$ cat config.mk
export PLATFORM = sky130hd
export DESIGN_NAME = buffer_fill_ctrl
export DESIGN_NICKNAME = d
export VERILOG_FILES = /design/src/rtl/buffer_fill_ctrl.sv
export SDC_FILE = /design/constraint.sdc
export NUM_CORES = 1
export LEC_CHECK = 0
export CAP_MARGIN = 20
export CORE_AREA = 2 2 95 97
export CTS_CLUSTER_SIZE = 24
export DETAILED_ROUTE_END_ITERATION = 12
export DIE_AREA = 0 0 97 99
export PLACE_DENSITY = 0.85
export SYNTH_ARGS = -nofsm -noshare
export SYNTH_HDL_FRONTEND = slang
export SYNTH_SLANG_ARGS = --single-unit
$ cat constraint.sdc
create_clock -name CLK -period 5.1 [get_ports CLK]
set_clock_uncertainty 0.05 [all_clocks]
set_input_delay 0.765 -clock CLK [delete_from_list [all_inputs] [get_ports CLK]]
set_output_delay 0.765 -clock CLK [all_outputs]
set_load 0.005 [all_outputs]
$ cat src/rtl/buffer_fill_ctrl.sv
// buffer_fill_ctrl: fills the 512 x 16-bit capture buffer from SDRAM.
// Issues one burst read at a time, writes returned beats to consecutive
// halfword addresses, and reports BUSY/DONE/ERR to the RAM test console.
module buffer_fill_ctrl #(
    parameter int SDRAM_AW  = 24,
    parameter int BURST_LEN = 8
) (
    input  logic                CLK,
    input  logic                RESET,
    input  logic                START,
    input  logic [SDRAM_AW-1:0] BASE_ADDR,
    input  logic [9:0]          COUNT,
    input  logic                ABORT,
    output logic                BUSY,
    output logic                DONE,
    output logic                ERR,
    output logic                RD_REQ,
    output logic [SDRAM_AW-1:0] RD_ADDR,
    input  logic                RD_ACK,
    input  logic                RD_VALID,
    input  logic [15:0]         RD_DATA,
    output logic                MEM_WE,
    output logic [8:0]          MEM_ADDR,
    output logic [15:0]         MEM_WD
);

    localparam logic [2:0] S_IDLE  = 3'd0;
    localparam logic [2:0] S_REQ   = 3'd1;
    localparam logic [2:0] S_DATA  = 3'd2;
    localparam logic [2:0] S_DRAIN = 3'd3;
    localparam logic [2:0] S_FIN   = 3'd4;

    localparam logic [9:0]          LAST_BEAT = 10'(BURST_LEN - 1);
    localparam logic [SDRAM_AW-1:0] ADDR_STEP = SDRAM_AW'(BURST_LEN);
    localparam logic [9:0]          MAX_FILL  = 10'd512;

    logic [2:0]          state;
    logic [SDRAM_AW-1:0] addr;
    logic [9:0]          remain;
    logic [8:0]          widx;
    logic [9:0]          beat;
    logic                err_q;
    logic                we_q;
    logic [8:0]          waddr_q;
    logic [15:0]         wd_q;

    logic       last_beat;
    logic       has_room;
    logic [9:0] remain_after;
    logic       stray;

    // Beat bookkeeping shared by DATA and DRAIN; stray beats are any arriving with no burst outstanding
    always_comb begin
        last_beat    = RD_VALID && (beat == LAST_BEAT);
        has_room     = (remain != '0);
        remain_after = remain - {9'd0, has_room};
        stray        = RD_VALID && ((state == S_IDLE) || (state == S_REQ) || (state == S_FIN));
    end

    // Control FSM, address/count tracking, sticky error and registered buffer write port
    always_ff @(posedge CLK) begin
        if (RESET) begin
            state   <= S_IDLE;
            addr    <= '0;
            remain  <= '0;
            widx    <= '0;
            beat    <= '0;
            err_q   <= 1'b0;
            we_q    <= 1'b0;
            waddr_q <= '0;
            wd_q    <= '0;
        end else begin
            we_q <= 1'b0;

            // An accepted START clears ERR, but a stray beat in that same cycle still flags it
            if (state == S_IDLE && START) begin
                err_q <= stray;
            end else if (stray) begin
                err_q <= 1'b1;
            end

            case (state)
                S_IDLE: begin
                    if (START) begin
                        if (COUNT == '0) begin
                            state <= S_FIN;
                        end else begin
                            state  <= S_REQ;
                            addr   <= BASE_ADDR;
                            remain <= (COUNT > MAX_FILL) ? MAX_FILL : COUNT;
                            widx   <= '0;
                        end
                    end
                end
                S_REQ: begin
                    if (RD_ACK) begin
                        addr  <= addr + ADDR_STEP;
                        beat  <= '0;
                        state <= ABORT ? S_DRAIN : S_DATA;
                    end else if (ABORT) begin
                        state <= S_IDLE;
                    end
                end
                S_DATA: begin
                    if (RD_VALID) begin
                        beat <= beat + 10'd1;
                        if (has_room && !ABORT) begin
                            we_q    <= 1'b1;
                            waddr_q <= widx;
                            wd_q    <= RD_DATA;
                            widx    <= widx + 9'd1;
                            remain  <= remain_after;
                        end
                    end
                    // Abort on the final beat of a burst leaves nothing to drain
                    if (ABORT) begin
                        state <= last_beat ? S_IDLE : S_DRAIN;
                    end else if (last_beat) begin
                        state <= (remain_after != '0) ? S_REQ : S_FIN;
                    end
                end
                S_DRAIN: begin
                    if (RD_VALID) begin
                        beat <= beat + 10'd1;
                        if (last_beat) begin
                            state <= S_IDLE;
                        end
                    end
                end
                S_FIN: begin
                    state <= S_IDLE;
                end
                default: begin
                    state <= S_IDLE;
                end
            endcase
        end
    end

    // Status and request outputs decoded from the current state
    always_comb begin
        BUSY     = (state != S_IDLE);
        DONE     = (state == S_FIN);
        RD_REQ   = (state == S_REQ);
        RD_ADDR  = (state == S_REQ) ? addr : '0;
        ERR      = err_q;
        MEM_WE   = we_q;
        MEM_ADDR = waddr_q;
        MEM_WD   = wd_q;
    end

endmodule

After elaboration in Yosys (flattened, before gate mapping):

Index checks and enable logic that the tools add are counted.

* add/sub/neg operators: 4
* magnitude comparators: 1
* equal/unequal tests: 15
* reduce and logical (&&, ||, !) cells: 23
* bitwise gates (word level): 2
* multiplexer cells: 34

Operators by type and width (count)
* 24-bit two-way mux: 4
* 10-bit two-way mux: 7
* 24-bit case mux with 2 select lines: 1
* 10-bit case mux with 2 select lines: 2
* 9-bit two-way mux: 4
* 3-bit two-way mux: 9
* 24-bit by 4-bit adder with 24-bit output, second input constant: 1
* 10-bit nonzero test: 2
* 9-bit case mux with 2 select lines: 1
* 2-bit != test, second input constant: 6
* 3-bit case mux with 4 select lines: 1
* 10-bit by 1-bit adder with 10-bit output, second input constant: 1
* 10-bit by 3-bit == test with 1-bit output, second input constant: 1
* 10-bit > comparator, second input constant: 1
* 10-bit zero test: 1
* 5-bit AND reduction: 2
* 10-bit by 1-bit subtractor with 10-bit output: 1
* 9-bit by 1-bit adder with 9-bit output, second input constant: 1
* 2-bit nonzero test: 4
* 3-bit by 2-bit == test with 1-bit output, second input constant: 2
* 3-bit AND reduction: 2
* 1-bit logical AND: 4
* 1-bit two-way mux: 4
* 2-bit by 1-bit != test with 1-bit output, second input constant: 2
* 13 further kinds: 15

* register bits: 83
* output and inout port bits: 54
* input bits: 56
* logic and storage cells: 88

Depth between registers and ports, before layout:

* word-level depth: 7
* gate-level depth with buffers: 13
* gate-level depth less buffers: 11

Worst setup path before layout:

OpenSTA, ideal clock, no wires.

* path type: reg2reg
* start point: register remain[4]
* end point: register state[2]
* path buffers: 2
* data required time: 4989 ps
* arrival: 3152 ps
* library setup time: 61 ps
* slack: 1838 ps
* stages on the path, launching flop included: 14
* period minus slack after synthesis: 3262 ps
* cell sequence: dfxtp_1 buf_6 or4_4 nor4_4 inv_2 ha_1 ha_1 or3b_1 buf_2 nor2_1 xor2_1 or4_1 o31ai_1 and4_1

* word-level cells in the longest chain between the ends: 7

Ends and longest elaborated chain
* from (decl): line 39 `logic [9:0] remain;`
* from (signal assigned): line 90 `remain <= (COUNT > MAX_FILL) ? MAX_FILL : COUNT;`
* from (signal assigned): line 112 `remain <= remain_after;`
* 10-bit nonzero test: line 55 `has_room = (remain != '0);`
* 10-bit by 1-bit subtractor with 10-bit output (*): line 56 `remain_after = remain - {9'd0, has_room};`
* 10-bit nonzero test (*): line 119 `state <= (remain_after != '0) ? S_REQ : S_FIN;`
* 3-bit two-way mux (*): line 119
* 3-bit two-way mux (*): line 118 `end else if (last_beat) begin`
* 3-bit two-way mux (*): line 116 `if (ABORT) begin`
* 3-bit case mux with 4 select lines (*): line 82 `case (state)`
* to (signal assigned): line 99 `state <= ABORT ? S_DRAIN : S_DATA;`
* to (signal assigned): line 117 `state <= last_beat ? S_IDLE : S_DRAIN;`
* to (signal assigned): line 119
* to (decl): line 37 `logic [2:0] state;`

Mark *: on every way between the ends. The rest lies on a longest branch, timed or not. The select of a mux whose other input is x is not followed.
A chain may end at the register's enable or synchronous reset.

Worst setup path in the final report:

* start point: register remain[6]
* end point: register state[2]

Same word-level chain as after synthesis.

==> impl_metrics.tcl <==
set metrics [dict create \
    p_leak_nw 2.02 \
    core.rowCount 34 \
    wl_per_cell_um 15.7 \
    antenna_found_initial 0 \
    slowest_stage "or4_4" \
    fillers 698 \
    path_delay_family "simple AND/OR/NAND/NOR gates" \
    cp-start-kind "register" \
    insertion_delay_ns 0.37 \
    first_global_vias 4209 \
    yosys_warnings 0 \
    dp_hpwl_mm 8.50 \
    cp.required_ns 5.36 \
    n_antenna_cell 0 \
    syn_area_mm2 0.00454 \
    area_growth_pct 28.6 \
    pin_count 110 \
    cp.arrival_ns 3.87 \
    mostFrequentLayoutCell "clkdlybuf4s50_1" \
    overflow 0 \
    drc 0 \
    timing.fmax_ghz 0.277 \
    layout_common_cells "clkdlybuf4s50_1, dfxtp_1, nand2_1" \
    grt_pass1_wl_mm 20.2 \
    drt_iter0_drc 274 \
    place_congestion 0.983 \
    whs_ns 0.412 \
    viasPerCell 5.72 \
    final.setup.tns_ns 0 \
    track_usage_pct 25.3 \
    cp_max_fo 7 \
    rsz0062_at_grt "false" \
    die_w_um 97 \
    path_class "register to register" \
    slowest_delay_ns 0.60 \
    cp_cell_sequence "or4_4 > nor4_4 > inv_2 > ha_1 > ha_1 > or3b_1 > nor2_1 > xor2_1 > or4_1 > o31ai_1 > and4_1" \
    start_util_pct 53.1 \
    status "finished, final reports clean" \
    period_share_pct 70.8 \
    clk_path_buf_depth 2 \
    drt-pass1-iter-count 5 \
    tritoncts "built" \
    ys.flop_type "dfxtp_1" \
    cts_max_level 3 \
    core_mm2 0.00855 \
    grt_max_degree 40 \
    clockRootBuffer "clkbuf_8" \
    dieHeight_um 99 \
    multi_input_area_mm2 0.00264 \
    cts_sinks 83 \
    relSlewSlack_pct 47.1 \
    synth.distinct_cells 64 \
    yosysSeqAreaShare_pct 36.6 \
    worstMarginPinSlew_ns 0.787 \
    cts_made_buffers 9 \
    ant_nets 0 \
    synthCells 577 \
    cts_resized 0 \
    nets 727 \
    powerDensity_mw_per_mm2 278 \
    critical_path_buf_inv_count 1 \
    synth.net_count 638 \
    endpoint_kind "register" \
    cts_hold_buf 0 \
    wirelength_mm 12.2 \
    dp.cells 762 \
    numPortBuffers 109 \
    hold_viol 0 \
    post_cts_buffers 0 \
    instances_no_fill 779 \
    final_layout_size_suffix_gt1_share_pct 11.0 \
    path_common_cell "ha_1" \
    max_cap_violations 0 \
    die_area_mm2 0.00960 \
    ir_worst_vdd_v 0.000146 \
    regArea_mm2 0.00166 \
    clkTransAtPathRegs_ns 0.09 \
    syn_area_per_cell_um2 7.86 \
    period_needed_ns 3.61 \
    synth_edf_count 0 \
    timing.hold.worst.class "register to register" \
    setup_violations 0 \
    async_flop_share_pct 0 \
    finalMaxSlewViolations 0 \
    ys_seq_elements 83 \
    num_vias 4454 \
]
-- synthesized netlist by cell type, drive strengths merged, types with 5 or more instances --
cell | instances | share of area, %
a211oi | 9 | 1.5
a21oi | 62 | 8.4
and2 | 26 | 3.6
and3 | 10 | 1.4
buf | 15 | 2.7
clkbuf | 23 | 1.9
dfxtp | 83 | 37
ha | 5 | 1.4
inv | 7 | 0.58
nand2 | 96 | 9.0
nand2b | 12 | 1.7
nand3 | 17 | 1.9
nand4 | 10 | 1.4
nor2 | 67 | 5.6
nor3 | 15 | 1.8
nor4 | 7 | 1.4
o21ai | 23 | 2.5
o22ai | 6 | 0.97
or3 | 5 | 0.69
xnor2 | 8 | 1.5
xor2 | 16 | 3.1
-- sequential cells by signal, summed over array words and instances (netlist names) --
name / cells
MEM_ADDR: 9
widx: 9
remain: 10
state: 3
MEM_WD: 16
MEM_WE: 1
ERR: 1
addr: 24
beat: 10
-- area by class of cell --
type                    count  area share [%]
repair buffers            116            19.6
flip-flops and latches     83            28.5
inverters                   7           0.450
clock inverters             7            1.72
clock buffers               9            2.12
multi-input cells         449            45.3
well taps                 108            2.32
-- tightest hold or removal path, stage by stage, from the launching register on --
cell	delay [ns]
dfxtp_1	0.32
nand2_1	0.05
a21oi_1	0.05
-- cell families after synthesis --
kind of cell | count (synthesis) | synth area share (%)
AOI/OAI and AO/OA | 133 | 19.6
xor gates and xnor gates | 24 | 4.63
adders and majority gates | 5 | 1.38
buffers and inverters | 45 | 5.16
DFF | 83 | 36.6
muxes | 3 | 0.662
and+or+nand+nor | 284 | 32.0
-- per-layer routing --
layer	vias to the layer above	track usage, %	share of wire (%)
met2	153	42.2	49
met1	2097	32.2	42
li1	2182	-	-
met4	0	8.88	1.8
met3	22	6.03	6.5
met5	-	0	0
-- where the power goes --
part | internal (W) | switching [W] | total, W | leakage, nW
Sequential | 0.000681 | 0.0000431 | 0.000724 | 0.675
Combinational | 0.000166 | 0.000190 | 0.000355 | 1.24
Clock | 0.000279 | 0.000266 | 0.000545 | 0.102
-- per-stage QoR --
stage / power (W) / cell area, µm² / setup WS, ns / utilization, %
3_5_place_dp: 0.00108 / 5600 / 1.56 / 65.4
2_1_floorplan: 0.000965 / 4540 / 1.84 / -
6_report: 0.00162 / 5830 / 1.49 / 68.2
4_1_cts: 0.00162 / 5820 / 1.53 / 68.1
3_3_place_gp: 0.00107 / 5600 / 1.75 / 65.4
5_1_grt: 0.00170 / 5830 / 1.32 / 68.2
-- final timing paths --
| check | start | endpoint | slack [ns] | cells after the start |
|---|---|---|---|---|
| worst min register to register | MEM_ADDR[0]$_SDFFE_PP0P_ | MEM_ADDR[0]$_SDFFE_PP0P_ | 0.41 | 2 |
| worst min-delay path | MEM_ADDR[0]$_SDFFE_PP0P_ | MEM_ADDR[0]$_SDFFE_PP0P_ | 0.41 | 2 |
| worst max register to register | remain[6]$_SDFFE_PP0P_ | state[2]$_SDFFE_PP0P_ | 1.49 | 11 |
| worst max-delay path | remain[6]$_SDFFE_PP0P_ | state[2]$_SDFFE_PP0P_ | 1.49 | 11 |
No activity file was read; power rests on OpenSTA's default activity.
